==> src/rtl/mb_pkg.sv <==
// mb_pkg: shared types, drain states and the odd-parity helper for the MB word buffer.
package mb_pkg;
   typedef logic [35:0] mb_word_t;
   typedef logic [1:0] mb_idx_t;
   typedef enum logic [1:0] {MB_IDLE, MB_SEND, MB_DONE} mb_state_t;
   function automatic logic mb_odd_par(input mb_word_t word, input logic par);
      return ^{word, par};
   endfunction
endpackage

==> src/rtl/mb_next_word.sv <==
// mb_next_word: rotating-priority search for the first set valid bit at or after start.
module mb_next_word
   import mb_pkg::*;
(
   input  logic [3:0] valid,
   input  mb_idx_t    start,
   output logic       found,
   output mb_idx_t    idx
);
   always_comb begin
      found = 1'b0;
      idx = start;
      for (int i = 3; i >= 0; i--) begin
         if (valid[start + mb_idx_t'(i)]) begin
            found = 1'b1;
            idx = start + mb_idx_t'(i);
         end
      end
   end
endmodule

==> src/rtl/mb_word_buffer.sv <==
// mb_word_buffer: four-word MB buffer that drains valid words to SBUS memory in quadword wrap order.
module mb_word_buffer
   import mb_pkg::*;
#(
   parameter int WIDTH = 36
) (
   input  logic             clk1_mb_h,
   input  logic             mr_reset_h,
   input  logic [WIDTH-1:0] mb_in_h,
   input  logic             mb_par_bit_in_h,
   input  logic [3:0]       mb_hold_in_h,
   input  logic             mb_drain_start_h,
   input  logic [1:0]       drain_adr_h,
   input  logic             ackn_pulse_h,
   output logic [WIDTH-1:0] mem_data_h,
   output logic             mem_par_h,
   output logic [1:0]       mb_sel_h,
   output logic             mem_wr_rq_h,
   output logic [3:0]       mb_valid_h,
   output logic             mb_busy_h,
   output logic             mb_done_h,
   output logic             mb_par_err_h,
   input  logic             mb_par_err_clr_h
);
   logic [WIDTH-1:0] data_q [4];
   logic [3:0]       par_q;
   mb_state_t        state;
   mb_idx_t          sel, nxt;
   logic [3:0]       valid, valid_n, load, ack_clr;
   logic             sending, ack, bad, found, par_err;
   assign sending = state == MB_SEND;
   assign ack     = sending && ackn_pulse_h;
   // The word under the memory is frozen while it is being presented.
   assign load    = mb_hold_in_h & ~(sending ? 4'b0001 << sel : 4'b0000);
   assign ack_clr = ack ? 4'b0001 << sel : 4'b0000;
   assign valid_n = (valid & ~ack_clr) | load;
   assign bad     = ack && !mb_odd_par(data_q[sel], par_q[sel]);
   mb_next_word u_next (
      .valid(state == MB_IDLE ? valid : valid_n),
      .start(state == MB_IDLE ? drain_adr_h : sel + 2'd1),
      .found(found),
      .idx  (nxt)
   );
   always_ff @(posedge clk1_mb_h) begin
      if (mr_reset_h) begin
         state   <= MB_IDLE;
         sel     <= '0;
         valid   <= '0;
         par_err <= 1'b0;
      end else begin
         valid   <= valid_n;
         par_err <= bad | (par_err & ~mb_par_err_clr_h);
         if ((state == MB_IDLE && mb_drain_start_h) || ack) begin
            state <= found ? MB_SEND : MB_DONE;
            sel   <= found ? nxt : sel;
         end else if (state == MB_DONE) begin
            state <= MB_IDLE;
         end
      end
   end
   always_ff @(posedge clk1_mb_h) begin
      for (int n = 0; n < 4; n++) begin
         if (load[n]) begin
            data_q[n] <= mb_in_h;
            par_q[n]  <= mb_par_bit_in_h;
         end
      end
   end
   assign mem_data_h   = data_q[sel];
   assign mem_par_h    = par_q[sel];
   assign mb_sel_h     = sel;
   assign mem_wr_rq_h  = sending;
   assign mb_valid_h   = valid;
   assign mb_busy_h    = state != MB_IDLE;
   assign mb_done_h    = state == MB_DONE;
   assign mb_par_err_h = par_err;
endmodule

==> config.mk <==
export PLATFORM = sky130hd
export DESIGN_NAME = mb_word_buffer
export DESIGN_NICKNAME = d
export VERILOG_FILES = /design/src/rtl/mb_pkg.sv /design/src/rtl/mb_next_word.sv /design/src/rtl/mb_word_buffer.sv
export SDC_FILE = /design/constraint.sdc
export NUM_CORES = 1
export LEC_CHECK = 0
export CAP_MARGIN = 20
export CORE_ASPECT_RATIO = 1.25
export CORE_MARGIN = 2
export CORE_UTILIZATION = 49
export DETAILED_ROUTE_END_ITERATION = 10
export HOLD_SLACK_MARGIN = 0.15
export PLACE_DENSITY = 0.76
export SYNTH_ARGS = -nofsm -noshare
export SYNTH_HDL_FRONTEND = slang
export SYNTH_SLANG_ARGS = --single-unit
export TNS_END_PERCENT = 30
==> constraint.sdc <==
create_clock -name clk1_mb_h -period 2.2 [get_ports clk1_mb_h]
set_input_delay 0.44 -clock clk1_mb_h [delete_from_list [all_inputs] [get_ports clk1_mb_h]]
set_output_delay 0.44 -clock clk1_mb_h [all_outputs]
set_load 0.01 [all_outputs]
==> results of run 1 <==
==> cell families after synthesis <==
kind of cell | share of synthesized area [%]
adder cells (fa/ha/maj) | 0.776
AND/OR/NAND/NOR | 2.87
XOR/XNOR | 5.41
flip-flops | 72.3
AO/OA/AOI/OAI | 3.28
multiplexers | 13.6
buffers and inverters | 1.82
==> path summary, 6_finish.rpt <==
| check | from | end | depth (start not counted) |
|---|---|---|---|
| min | mb_valid_h[1] | mb_valid_h[1] | 2 |
| max reg2reg | register | mb_par_err_h | 8 |
| min reg2reg | mb_valid_h[1] | mb_valid_h[1] | 2 |
| max | register | mb_par_err_h | 8 |
==> flip-flops by register name, indices dropped and copies added (netlist names), named ones only <==
| signal | cells |
|---|---|
| data_q | 144 |
| mb_sel_h | 2 |
| mb_valid_h | 4 |
| state | 2 |
| mb_par_err_h | 1 |
| par_q | 4 |
==> worst max-delay path, stage by stage (launching register included) <==
cell and delay [ns]:
sky130_fd_sc_hd__dfxtp_4 0.45, sky130_fd_sc_hd__buf_12 0.16, sky130_fd_sc_hd__mux4_2 0.56, sky130_fd_sc_hd__xnor2_2 0.19, sky130_fd_sc_hd__xnor2_2 0.29, sky130_fd_sc_hd__xnor2_2 0.16, sky130_fd_sc_hd__xnor3_1 0.46, sky130_fd_sc_hd__nand2_1 0.10
sky130_fd_sc_hd__o221ai_2 0.08
==> area by class of cell <==
cell class,count,area [sq um]
Tap cell,168,210
Clock buffer,22,444
Sequential cell,159,4670
Clock inverter,10,66.3
Inverter,9,33.8
Multi-Input combinational cell,147,1740
Fill cell,797,3830
Timing Repair Buffer,168,1780
==> what timing repair did <==
item                                    in CTS  in global routing
endpoints found under the setup margin      40                 42
setup buffers                               17                  3
pin swaps                                    7                  3
cloned                                       3                  0
resized for setup                          176                 16
==> Yosys cell counts (3+ instances only) <==
library cell / number / area (sq um)
sky130_fd_sc_hd__edfxtp_1: 148 / 4440
sky130_fd_sc_hd__mux4_2: 29 / 653
sky130_fd_sc_hd__xnor2_1: 22 / 193
sky130_fd_sc_hd__nand2_1: 17 / 63.8
sky130_fd_sc_hd__a21oi_1: 14 / 70.1
sky130_fd_sc_hd__dfxtp_1: 11 / 220
sky130_fd_sc_hd__inv_1: 9 / 33.8
sky130_fd_sc_hd__nor2_1: 9 / 33.8
sky130_fd_sc_hd__mux4_1: 8 / 210
sky130_fd_sc_hd__o21ai_0: 7 / 35.0
sky130_fd_sc_hd__clkbuf_1: 4 / 15.0
sky130_fd_sc_hd__ha_1: 4 / 50.1
sky130_fd_sc_hd__nand2b_1: 4 / 25.0
sky130_fd_sc_hd__o22ai_1: 4 / 25.0
sky130_fd_sc_hd__xnor3_1: 4 / 90.1
sky130_fd_sc_hd__a221oi_1: 3 / 26.3
sky130_fd_sc_hd__buf_2: 3 / 15.0
sky130_fd_sc_hd__xnor2_2: 3 / 48.8
==> stage by stage <==
stage	setup TNS [ns]	total power, mW	instances	setup slack [ns]	hold WS [ns]
2_1_floorplan	-0.134	6.15	326	-0.134	0.519
4_1_cts	-5.28	10.9	684	-0.350	0.523
6_report	-5.09	11.0	683	-0.391	0.523
3_3_place_gp	-1.61	7.72	633	-0.397	0.512
5_1_grt	-6.49	11.4	683	-0.446	0.539
3_5_place_dp	-1.77	7.78	633	-0.408	0.517
==> power breakdown <==
group	leakage, nW	switching (mW)	internal [mW]	total, mW
Combinational	1.47	1.95	2.71	4.66
Clock	0.238	1.12	1.43	2.55
Sequential	1.54	0.128	3.63	3.75
==> layer usage <==
layer	up-vias	wire length, um	track usage, %	part of all wire, %
met3	12	742	4.89	5.3
li1	1659	-	-	-
met5	-	0	0	0
met4	0	164	6.20	1.2
met2	152	7540	36.5	54
met1	1856	5630	26.6	40
==> flow_summary.rst, run 1 <==
.. list-table::
   :header-rows: 1

   * - Metric
     - Value
   * - Element type at the critical path end
     - register
   * - Time the worst path needs with I/O delays and setup
     - 2.59 ns
   * - Total Routed Length
     - 14100 um
   * - Detailed Place HPWL
     - 8500 um
   * - Final worst slack
     - -0.391 ns
   * - Utilization after layout
     - 70.0%
   * - Ratio of cells with drive above 1 in the final layout
     - 38.6%
   * - Die extent in y
     - 132 um
   * - Wire length per cell after detailed routing
     - 20.6 um
   * - Synth Instances
     - 326
   * - Most frequent standard cell in the layout excluding fill and tap cells
     - sky130_fd_sc_hd__edfxtp_1
   * - Finish-stage setup viols
     - 37
   * - First-pass GRT wire length
     - 21900 um
   * - Final period util
     - 118%
   * - DRC errors left
     - 0
   * - CTS hold repair buffers
     - 0
   * - Most frequent cells in the layout
     - 148 x sky130_fd_sc_hd__edfxtp_1, 62 x sky130_fd_sc_hd__buf_6, 57 x sky130_fd_sc_hd__clkdlybuf4s50_1, 37 x sky130_fd_sc_hd__mux4_2, 33 x sky130_fd_sc_hd__buf_4
   * - Number of synthesized flops with an enable pin
     - 148
   * - Failing checks
     - negative setup slack
   * - Most used flip-flop cell after synthesis
     - sky130_fd_sc_hd__edfxtp_1
   * - Post-place instance area
     - 0.00806 sq mm
   * - DRT Pass-1 Iters
     - 6
   * - Maximum vdd drop
     - 0.000771 V
   * - Cell leakage power
     - 3.24 nW
   * - Placeable core area
     - 0.0128 sq mm
   * - Mean instance size in the synthesized netlist
     - 19.8 sq um
   * - Input/output buffers
     - 94
   * - Pin count of the biggest net entering global routing
     - 38
   * - Combined area of all synthesized cells
     - 0.00645 sq mm
   * - Post-synthesis net count
     - 378
   * - Outcome
     - finished with violations
   * - Cell area after layout
     - 0.00895 sq mm
   * - Worst max-slew margin expressed relative to the limit
     - 60.9%
   * - RSZ-0062 raised after global routing
     - yes
   * - CTS HTree Levels
     - 4
   * - Sum of overflow across all layers after global routing
     - 0
   * - Required time reported for the critical path endpoint
     - 2.49 ns
   * - Post-synth ARST share
     - 0%
   * - Register bit total from synthesis
     - 159
   * - YS warnings
     - 0
   * - Number of CTS-inserted buffers
     - 17
   * - Boundary Pins
     - 95
   * - Syn-to-layout area delta
     - 38.7%
   * - Die outline area
     - 0.0141 sq mm
   * - Category of the worst setup path launch point
     - register
   * - Post-synthesis sequential area ratio
     - 72.3%
   * - Clk root buf
     - sky130_fd_sc_hd__clkbuf_16
   * - Via count of the first global-routing pass
     - 3980
   * - Number of antenna violations at the first check in global routing
     - 0
   * - Buffers from clock root to sink, at most
     - 2
   * - Clk slew on worst S/H paths
     - 0.06 ns
   * - Crit path max fanout
     - 7
   * - Setup slack of the worst register-to-register path
     - -0.39 ns
   * - Later-pin clock latency in the skew report
     - 0.42 ns
   * - Detailed Route Iter0 Violations
     - 196
   * - Areal power density over the cells
     - 1230 mW/mm^2
   * - Via count normalized by instance count
     - 5.39
   * - Transition time at the pin with the least slew margin
     - 0.585 ns
   * - Number of standard-cell rows in the floorplan
     - 46
   * - TritonCTS clock tree
     - done
   * - Final Wtd Congestion
     - 0.860
   * - Antenna viol nets, final
     - 0
   * - Synth unique cells
     - 36
   * - Die extent in x
     - 107 um
   * - Antenna diodes
     - 0
   * - Highest Clock Rate
     - 0.386 GHz
   * - Data arrival at the endpoint of the critical path
     - 2.88 ns
   * - Final-report max-slew violation count
     - 0
   * - CP Class
     - register to register
   * - Sinks on the clock net
     - 159
   * - DR vias
     - 3679
   * - Total routing usage reported by global routing
     - 21.1%
   * - Starting utilization of the core area
     - 50.5%
   * - Net count of the finished layout
     - 554
   * - Clock tree skew after final layout
     - 0.0247 ns
   * - Worst hold path class
     - register to register
   * - Max-Cap Viols
     - 0
   * - Count of endpoints failing hold in the final timing report
     - 0
No activity file was read; power rests on OpenSTA's default activity.
==> inputs of run 2 (changes only) <==
--- a/config.mk
+++ b/config.mk
@@ -9,6 +9,7 @@
 export CORE_ASPECT_RATIO = 1.25
 export CORE_MARGIN = 2
 export CORE_UTILIZATION = 49
+export CTS_CLUSTER_SIZE = 28
 export DETAILED_ROUTE_END_ITERATION = 10
 export HOLD_SLACK_MARGIN = 0.15
 export PLACE_DENSITY = 0.76
==> results of run 2 <==
No change in the layout: final DEF, timing and power equal those of run 1.
==> inputs of run 3 (changes only) <==
--- a/config.mk
+++ b/config.mk
@@ -13,6 +13,7 @@
 export DETAILED_ROUTE_END_ITERATION = 10
 export HOLD_SLACK_MARGIN = 0.15
 export PLACE_DENSITY = 0.76
+export RECOVER_POWER = 25
 export SYNTH_ARGS = -nofsm -noshare
 export SYNTH_HDL_FRONTEND = slang
 export SYNTH_SLANG_ARGS = --single-unit
==> flow_summary.rst, run 3 (synthesis gave the netlist of run 1 again) <==
.. list-table::
   :header-rows: 1

   * - Metric
     - Value
   * - Outcome
     - finished with violations
   * - Failing checks
     - negative setup slack
   * - Boundary Pins
     - 95 (unchanged)
   * - Clock tree skew after final layout
     - 0.0200 ns (-0.00471 ns)
   * - Sinks on the clock net
     - 159 (unchanged)
   * - Number of standard-cell rows in the floorplan
     - 46 (unchanged)
   * - Pre-CTS setup slack
     - -0.408 ns (unchanged)
   * - DR vias
     - 3667 (-0.33%)
   * - DRC errors left
     - 0 (unchanged)
   * - Time the worst path needs with I/O delays and setup
     - 2.57 ns (-0.0181 ns)
   * - Data arrival at the endpoint of the critical path
     - 2.87 ns (about the same)
   * - Finish-stage setup viols
     - 37 (unchanged)
   * - Syn-to-layout area delta
     - 38.7% (about the same)
   * - Post-place instance area
     - 0.00806 sq mm (unchanged)
   * - Number of CTS-inserted buffers
     - 17 (unchanged)
   * - Register with the highest flop count
     - data_q
   * - Category of the worst setup path launch point
     - register
   * - Die extent in y
     - 132 um (unchanged)
   * - Count of endpoints failing hold in the final timing report
     - 0 (unchanged)
   * - Final hold slack
     - 0.523 ns (-0.000171 ns)
   * - Via count normalized by instance count
     - 5.36 (-0.47%)
   * - RSZ-0062 raised after global routing
     - yes
   * - Wire length per cell after detailed routing
     - 20.6 um (about the same)
   * - DRT Pass-1 Iters
     - 5 (-1)
   * - Pin count of the biggest net entering global routing
     - 38 (unchanged)
   * - Worst Reg2Reg Path Length in Cells
     - 8 (unchanged)
   * - Number of cells on the worst hold path
     - 2 (unchanged)
   * - Net count of the finished layout
     - 554 (unchanged)
   * - Later-pin clock latency in the skew report
     - 0.42 ns (about the same)
   * - Final worst slack
     - -0.373 ns (+0.0181 ns)
   * - Placeable core area
     - 0.0128 sq mm (unchanged)
   * - Endpoint of the worst hold-timing path
     - mb_valid_h[1]
   * - Flip-flop count of the largest register after layout
     - 144 (unchanged)
   * - Clk root buf
     - sky130_fd_sc_hd__clkbuf_16
   * - Transition time at the pin with the least slew margin
     - 0.601 ns (+0.0160 ns)
   * - CTS HTree Levels
     - 4 (unchanged)
   * - CTS hold repair buffers
     - 0 (unchanged)
   * - Most frequent cells in the layout
     - 148 x sky130_fd_sc_hd__edfxtp_1, 62 x sky130_fd_sc_hd__buf_6, 37 x sky130_fd_sc_hd__mux4_2, 36 x sky130_fd_sc_hd__clkdlybuf4s50_1, 33 x sky130_fd_sc_hd__buf_4
   * - Via count of the first global-routing pass
     - 3980 (unchanged)
   * - Setup slack of the worst register-to-register path
     - -0.37 ns (+0.02 ns)
   * - Die outline area
     - 0.0141 sq mm (unchanged)
   * - Max-Cap Viols
     - 0 (unchanged)
   * - Areal power density over the cells
     - 1220 mW/mm^2 (about the same)
   * - Maximum vdd drop
     - 0.000771 V (about the same)
   * - Utilization after layout
     - 70.1% (about the same)
   * - TNS Setup
     - -5.00 ns (+0.0934 ns)
   * - Final period util
     - 117% (-0.82 points)
   * - Number of antenna violations at the first check in global routing
     - 1 (+1)
   * - Antenna viol nets, final
     - 0 (unchanged)
   * - Highest Clock Rate
     - 0.389 GHz (+0.70%)
   * - Final-report max-slew violation count
     - 0 (unchanged)
   * - First-pass GRT wire length
     - 21900 um (unchanged)
   * - Element type at the critical path end
     - register
   * - Die extent in x
     - 107 um (unchanged)
   * - Required time reported for the critical path endpoint
     - 2.49 ns (about the same)
   * - Destination of the worst register-to-register timing path
     - mb_par_err_h
   * - Hold path startpoint
     - mb_valid_h[1]
   * - Total Routed Length
     - 14100 um (+0.22%)
   * - Worst hold path class
     - register to register
   * - Ratio of cells with drive above 1 in the final layout
     - 38.6% (unchanged)
   * - Sum of overflow across all layers after global routing
     - 0 (unchanged)
   * - Worst max-slew margin expressed relative to the limit
     - 59.8% (-1.1 points)
   * - Most frequent standard cell in the layout excluding fill and tap cells
     - sky130_fd_sc_hd__edfxtp_1
   * - Buffers from clock root to sink, at most
     - 2 (unchanged)
   * - TritonCTS clock tree
     - done
   * - Clk slew on worst S/H paths
     - 0.06 ns (about the same)
   * - Detailed Place HPWL
     - 8500 um (unchanged)
   * - Crit path max fanout
     - 7 (unchanged)
   * - Number of filler instances in the final layout
     - 798 (+0.13%)
   * - Input/output buffers
     - 94 (unchanged)
   * - Detailed Route Iter0 Violations
     - 201 (+2.6%)
   * - Total routing usage reported by global routing
     - 21.1% (unchanged)
   * - Starting utilization of the core area
     - 50.5% (unchanged)
   * - Cell leakage power
     - 3.25 nW (+0.17%)
   * - Cell area after layout
     - 0.00895 sq mm (about the same)
   * - CP Class
     - register to register
   * - Final Wtd Congestion
     - 0.860 (unchanged)
[run 3: cell types whose count changed in the layout (fill, tap and decap cells not counted), sizes merged]
cell	previous run	this run
diode	0	1
clkdlybuf4s50	57	36
dlygate4sd3	0	21
[run 3: cell type report]
class / count / area [sq um] / area share [%]
antenna: 1 / 2.50 / 0.0280
clock buffer: 22 / 444 / 4.96
clock inverter: 10 / 66.3 / 0.741
inverter: 9 / 33.8 / 0.377
multi-input combinational: 147 / 1740 / 19.5
sequential: 159 / 4670 / 52.2
tap: 168 / 210 / 2.35
timing repair buffer: 168 / 1780 / 19.9
[run 3: where the power goes]
| part | switching, mW | internal [mW] | leakage [nW] |
|---|---|---|---|
| combinational | 1.95 | 2.70 | 1.47 |
| sequential | 0.127 | 3.63 | 1.54 |
| clock | 1.12 | 1.43 | 0.238 |
| total | 3.20 | 7.76 | 3.25 |
[run 3: critical path, stage by stage, from the launching register on]
cell,delay [ns]
sky130_fd_sc_hd__dfxtp_4,0.45
sky130_fd_sc_hd__buf_12,0.16
sky130_fd_sc_hd__mux4_2,0.56
sky130_fd_sc_hd__xnor2_2,0.19
sky130_fd_sc_hd__xnor2_2,0.28
sky130_fd_sc_hd__xnor2_2,0.15
sky130_fd_sc_hd__xnor3_1,0.46
sky130_fd_sc_hd__nand2_1,0.10
sky130_fd_sc_hd__o221ai_2,0.08
[run 3: worst max-delay path by stage]
| stage | depth (start not counted) | end | slack, ns | startpoint |
|---|---|---|---|---|
| after floorplan | 9 | mb_par_err_h | -0.13 | register |
| after global placement | 8 | mb_par_err_h | -0.40 | register |
| after detailed placement | 8 | mb_par_err_h | -0.41 | register |
| after CTS | 8 | mb_par_err_h | -0.35 | register |
| after global routing | 9 | mb_par_err_h | -0.45 | register |
| final | 8 | mb_par_err_h | -0.37 | register |
[run 3: repair_timing]
action                                  in CTS  in global routing
pin swaps                                    7                  3
gates cloned                                 3                  0
endpoints found under the setup margin      40                 42
resized for setup                          176                 16
setup buffers                               17                  3
[run 3: through the flow]
stage	total power, mW	std cells
after global placement	7.72	633
after CTS	10.9	684
after global routing	11.4	683
final	11.0	684
after floorplan	6.15	326
after detailed placement	7.78	633
[run 3: metal layers]
layer | track usage (%) | part of all wire [%] | vias to the layer above
met5 | 0 | 0 | -
met4 | 6.20 | 1.3 | 0
met3 | 4.89 | 4.9 | 13
met2 | 36.5 | 53 | 135
met1 | 26.6 | 41 | 1857
li1 | - | - | 1662
